File: src/rtl/alu_share_arbiter.sv
// alu_share_arbiter: round-robin time-sharing of one combinational ALU between two requesters.
// Define ALU_ARB_STATS_EN to enable the per-requester accepted-operation counters.
module alu_share_arbiter #(
    parameter int unsigned SIZEDATA = 8,
    parameter int unsigned SIZEOP   = 6,
    parameter int unsigned CNTW     = 16
) (
    input  logic                i_clk,
    input  logic                i_reset,
    input  logic                i_req0_valid,
    input  logic [SIZEDATA-1:0] i_req0_a,
    input  logic [SIZEDATA-1:0] i_req0_b,
    input  logic [SIZEOP-1:0]   i_req0_op,
    output logic                o_req0_ready,
    input  logic                i_req1_valid,
    input  logic [SIZEDATA-1:0] i_req1_a,
    input  logic [SIZEDATA-1:0] i_req1_b,
    input  logic [SIZEOP-1:0]   i_req1_op,
    output logic                o_req1_ready,
    output logic                o_rsp0_valid,
    output logic                o_rsp1_valid,
    output logic [SIZEDATA-1:0] o_rsp_result,
    input  logic                i_rsp0_ready,
    input  logic                i_rsp1_ready,
    output logic [SIZEDATA-1:0] o_alu_datoa,
    output logic [SIZEDATA-1:0] o_alu_datob,
    output logic [SIZEOP-1:0]   o_alu_opcode,
    input  logic [SIZEDATA-1:0] i_alu_result,
    output logic                o_busy,
    output logic [CNTW-1:0]     o_grant_cnt0,
    output logic [CNTW-1:0]     o_grant_cnt1
);

    localparam logic [1:0] ST_IDLE = 2'd0;
    localparam logic [1:0] ST_EXEC = 2'd1;
    localparam logic [1:0] ST_RESP = 2'd2;

    logic [1:0]          r_state;
    logic [1:0]          w_state_nxt;
    logic [SIZEDATA-1:0] r_a;
    logic [SIZEDATA-1:0] r_b;
    logic [SIZEOP-1:0]   r_op;
    logic [SIZEDATA-1:0] r_result;
    logic                r_gid;
    logic                r_ptr;
    logic                r_rsp0_valid;
    logic                r_rsp1_valid;
    logic                w_idle;
    logic                w_gnt1;
    logic                w_acc0;
    logic                w_acc1;
    logic                w_rsp_hs;

    // Grant selection: a lone requester wins, a tie goes to the pointer.
    always_comb begin
        w_idle   = (r_state == ST_IDLE) & ~i_reset;
        w_gnt1   = (i_req0_valid & i_req1_valid) ? r_ptr : i_req1_valid;
        w_acc0   = w_idle & i_req0_valid & ~w_gnt1;
        w_acc1   = w_idle & i_req1_valid & w_gnt1;
        w_rsp_hs = (r_state == ST_RESP) & (r_gid ? i_rsp1_ready : i_rsp0_ready);
    end

    always_ff @(posedge i_clk or posedge i_reset) begin
        if (i_reset) begin
            r_state <= ST_IDLE;
        end else begin
            r_state <= w_state_nxt;
        end
    end

    always_comb begin
        w_state_nxt = r_state;
        case (r_state)
            ST_IDLE: if (w_acc0 | w_acc1) w_state_nxt = ST_EXEC;
            ST_EXEC: w_state_nxt = ST_RESP;
            ST_RESP: if (w_rsp_hs) w_state_nxt = ST_IDLE;
            default: w_state_nxt = ST_IDLE;
        endcase
    end

    // Operand capture, result capture and response/pointer bookkeeping.
    always_ff @(posedge i_clk or posedge i_reset) begin
        if (i_reset) begin
            r_a          <= '0;
            r_b          <= '0;
            r_op         <= '0;
            r_result     <= '0;
            r_gid        <= 1'b0;
            r_ptr        <= 1'b0;
            r_rsp0_valid <= 1'b0;
            r_rsp1_valid <= 1'b0;
        end else begin
            if (w_acc0 | w_acc1) begin
                r_a   <= w_acc1 ? i_req1_a  : i_req0_a;
                r_b   <= w_acc1 ? i_req1_b  : i_req0_b;
                r_op  <= w_acc1 ? i_req1_op : i_req0_op;
                r_gid <= w_acc1;
            end
            if (r_state == ST_EXEC) begin
                r_result     <= i_alu_result;
                r_rsp0_valid <= ~r_gid;
                r_rsp1_valid <= r_gid;
            end
            if (w_rsp_hs) begin
                r_rsp0_valid <= 1'b0;
                r_rsp1_valid <= 1'b0;
                r_ptr        <= ~r_gid;
            end
        end
    end

`ifdef ALU_ARB_STATS_EN
    logic [CNTW-1:0] r_cnt0;
    logic [CNTW-1:0] r_cnt1;

    always_ff @(posedge i_clk or posedge i_reset) begin
        if (i_reset) begin
            r_cnt0 <= '0;
            r_cnt1 <= '0;
        end else begin
            if (w_acc0) r_cnt0 <= r_cnt0 + CNTW'(1);
            if (w_acc1) r_cnt1 <= r_cnt1 + CNTW'(1);
        end
    end

    assign o_grant_cnt0 = r_cnt0;
    assign o_grant_cnt1 = r_cnt1;
`else
    assign o_grant_cnt0 = '0;
    assign o_grant_cnt1 = '0;
`endif

    assign o_req0_ready = w_acc0;
    assign o_req1_ready = w_acc1;
    assign o_rsp0_valid = r_rsp0_valid;
    assign o_rsp1_valid = r_rsp1_valid;
    assign o_rsp_result = r_result;
    assign o_alu_datoa  = r_a;
    assign o_alu_datob  = r_b;
    assign o_alu_opcode = r_op;
    assign o_busy       = (r_state != ST_IDLE);

endmodule

File: config.mk
export PLATFORM = sky130hd
export DESIGN_NAME = alu_share_arbiter
export DESIGN_NICKNAME = d
export VERILOG_FILES = /design/src/rtl/alu_share_arbiter.sv
export SDC_FILE = /design/constraint.sdc
export NUM_CORES = 1
export LEC_CHECK = 0
export ABC_CLOCK_PERIOD_IN_PS = 2500
export CAP_MARGIN = 20
export CORE_ASPECT_RATIO = 0.9
export CORE_MARGIN = 10
export CORE_UTILIZATION = 42
export DETAILED_ROUTE_END_ITERATION = 10
export PLACE_DENSITY_LB_ADDON = 0.15
export SYNTH_ARGS = -nofsm -noshare
export SYNTH_HDL_FRONTEND = slang
export SYNTH_SLANG_ARGS = --single-unit
export TNS_END_PERCENT = 5
File: constraint.sdc
create_clock -name i_clk -period 2.5 [get_ports i_clk]
set_input_delay 0.375 -clock i_clk [delete_from_list [all_inputs] [get_ports i_clk]]
set_output_delay 0.375 -clock i_clk [all_outputs]
set_load 0.05 [all_outputs]
==> flow_summary_export.csv <==
group,metric,value,unit
final_layout,layout_common_cells,"90 x clkdlybuf4s50_1, 36 x dfrtp_1, 32 x conb_1, 25 x a21oi_1",
clock_tree,clk_pin_slew,0.07,ns
final_layout,fillers,464,
placement,place.gp.congestion,0.8250,
worst_setup_path,r2r_cells,5,
final_layout,final_nets,365,
power,powerDensity,1244,nW/um^2
sta,fin_crit,2.241,ns
routing,firstDrtPassIters,4,
worst_setup_path,worstSetupStartpointType,"flop",
clock_tree,cts.sinks,36,
sta,fin_crit_sh,0.8964,
worst_setup_path,slowest_stage,"clkdlybuf4s50_1",
worst_setup_path,crit_type,"flop to primary output",
clock_tree,clock_latency,0.29,ns
worst_hold_path,hold_class,"flop to flop",
synth,yosysWarnings,0,
power,p_total,3.964,mW
worst_setup_path,critical_path.max_stage_delay,0.81,ns
worst_setup_path,path_max_fanout,11,
clock_tree,clockBufferDepth,2,
global_route,grt_pass1_wl,10980,microns
synth,synthCells,224,
power,power.share.sequential,0.266,
synth,ys_seq_area_frac,0.4002,
worst_hold_path,min_to,"o_rsp_result[1]",
power,power.net_switching,2.038,mW
worst_setup_path,cp-end-kind,"primary output",
synth,syn-cell-area,2251,sq um
clock_tree,post_cts_resized,0,
worst_hold_path,hold_path.startpoint,"o_rsp_result[1]",
sta,finalClockSkew,0.003638,ns
die,die_area,8691,sq um
power,p_leak,1.250,nW
die,die_y,89.45,microns
clock_tree,cts_tree,"built",
final_layout,syn2layout_area_growth,41.52,%
clock_tree,hold_buffers,0,
routing,drtIter0Drc,81,
clock_tree,numCtsBuffers,5,
global_route,grt_max_degree,46,
routing,via_per_inst,5.195,
global_route,grt_use_total,0.1564,
run_status,status,"completed",
routing,drt_wl_total,7018,microns
flow_run,max_cap_violations,0,
power,clkPwrFrac,0.115,
synth,ys_seq_elements,36,
sta,drv_slew,0,
clock_tree,clockRootBuffer,"clkbuf_8",
die,dieWidth,97.17,microns
power,comb_power_share,0.619,
final_layout,drive_above_1_share,0.1498,
final_layout,mostFrequentLayoutCell,"clkdlybuf4s50_1",
synth,avgSynthCellArea,10.05,sq um
clock_tree,post-cts-setup-buffers,0,
worst_setup_path,r2r-end,"o_alu_datob[7]",
global_route,antenna_found_initial,0,
worst_setup_path,arrival,1.87,ns
placement,io_buffers,92,
global_route,grt_pass1_vias,2026,
clock_tree,htreeDepth,2,
worst_hold_path,hold_depth,1,
worst_setup_path,ff2ff_setup_slack,0.67,ns
placement,detailed_place_hpwl,5147,microns
routing,antenna_left,0,
die,start_util,0.4309,
power,p_sw_frac,0.5141,
die,rows,25,
sta,fmax,446.2,MHz
final_layout,diodes,0,
sta,rsz0062_at_grt,"no",
power,peakVddDrop,0.6788,mV
sta,setup_violations,0,
worst_setup_path,critPathRequiredTime,2.12,ns
power,internal_power,1.926,mW
worst_setup_path,crit_chain,"or2_2, clkdlybuf4s50_1",
sta,hold_slack,0.4948,ns
routing,wl_per_cell,18.76,microns
sta,worst_pin_slew,0.6956,ns
routing,via_count,1943,
sta,relSlewSlack,0.5362,
worst_setup_path,worstReg2RegStart,"r_state[0]",
global_route,grt-ovfl-total,0,
die,ios,125,
die,core-area,5224,sq um
sta,setup_tns,0,ns
sta,hold_viol,0,
synth,synth_cell_types,32,
routing,drc,0,
final cells by class:
class                   instances  area [sq um]  share of cell area
inverters                       5         18.77            0.005892
clock buffers                   7         96.34             0.03024
well taps                      67         83.83             0.02632
multi-input cells             156          1050              0.3295
flip-flops and latches         36         900.9              0.2828
repair buffers                103          1036              0.3252
flip-flops by register name (all words and copies together) (netlist names):
register and flops:
o_alu_datoa 8, o_alu_datob 8, o_alu_opcode 6, o_rsp0_valid 1
o_rsp1_valid 1, o_rsp_result 8, r_gid 1, r_ptr 1
r_state 2
cell families after synthesis:
| kind of cell | synth area share |
|---|---|
| simple gates | 0.1162 |
| compound gates | 0.2557 |
| other cells | 0.001666 |
| mux | 0.04002 |
| flops | 0.4002 |
| buf+inv | 0.1862 |
per-layer routing:
metal / vias up / routed length (microns) / GRT usage
met5: - / 0 / 0
met1: 924 / 3056 / 0.2052
met4: 0 / 55 / 0.03614
li1: 931 / - / -
met3: 6 / 535 / 0.05487
met2: 82 / 3371 / 0.2415
how the worst max path moves through the flow:
stage | start | to | slack, ns | cells past startpoint
5_1_grt | r_state[0] | o_busy | 0.18 | 2
3_5_place_dp | i_req0_valid | o_alu_opcode[5] | 0.38 | 5
6_report | r_state[0] | o_busy | 0.26 | 2
3_3_place_gp | i_reset | o_req1_ready | 0.43 | 4
2_1_floorplan | r_state[1] | o_req1_ready | 0.44 | 4
4_1_cts | r_state[0] | o_busy | 0.25 | 2
synth_stat cells:
library cell,number,area (sq um)
dfrtp_1,36,900.9
buf_4,32,240.2
a21oi_1,25,125.1
a31oi_1,22,137.6
nand4_1,22,137.6
o31ai_2,20,250.2
buf_2,11,55.05
clkbuf_1,10,37.54
mux2_1,7,78.83
inv_1,5,18.77
nand2_1,5,18.77
nand3b_1,3,22.52
o31ai_1,3,22.52
buf_12,2,40.04
buf_6,2,22.52
nand2b_1,2,12.51
nor2_1,2,7.510
a211oi_1,1,7.510
a21boi_0,1,7.510
a21o_1,1,7.510
a221oi_1,1,8.760
and2_0,1,6.260
clkbuf_2,1,5.000
conb_1,1,3.750
mux2_2,1,11.26
nor2b_1,1,6.260
nor3_2,1,10.01
nor3_4,1,16.27
o2111ai_1,1,8.760
or2_0,1,6.260
or2_2,1,6.260
or3_4,1,11.26
metrics by stage:
step,worst slack [ns],cell area (sq um),std cells,utilization
after CTS,0.2507,3186,374,0.6098
after global routing,0.1765,3186,374,0.6098
after global placement,0.4257,3089,367,0.5914
after detailed placement,0.3797,3089,367,0.5914
after floorplan,0.4437,2367,255,-
final,0.2589,3186,374,0.6098
worst max-delay path, delay by kind of cell (launching register included):
family                 cells  cell delay, ns
and+or+nand+nor            1            0.18
buffers and inverters      1            0.81
DFF                        1            0.58
power by group through the flow:
| stage | Clock [mW] | Combinational [mW] | Sequential [mW] |
|---|---|---|---|
| after detailed placement | 0 | 2.47 | 1.07 |
| after global routing | 0.499 | 2.59 | 1.09 |
| final | 0.454 | 2.45 | 1.06 |
| after global placement | 0 | 2.45 | 1.06 |
| after floorplan | 0 | 0.903 | 1.90 |
| after CTS | 0.463 | 2.48 | 1.06 |
Note: power is estimated with default switching activity, not from simulation.
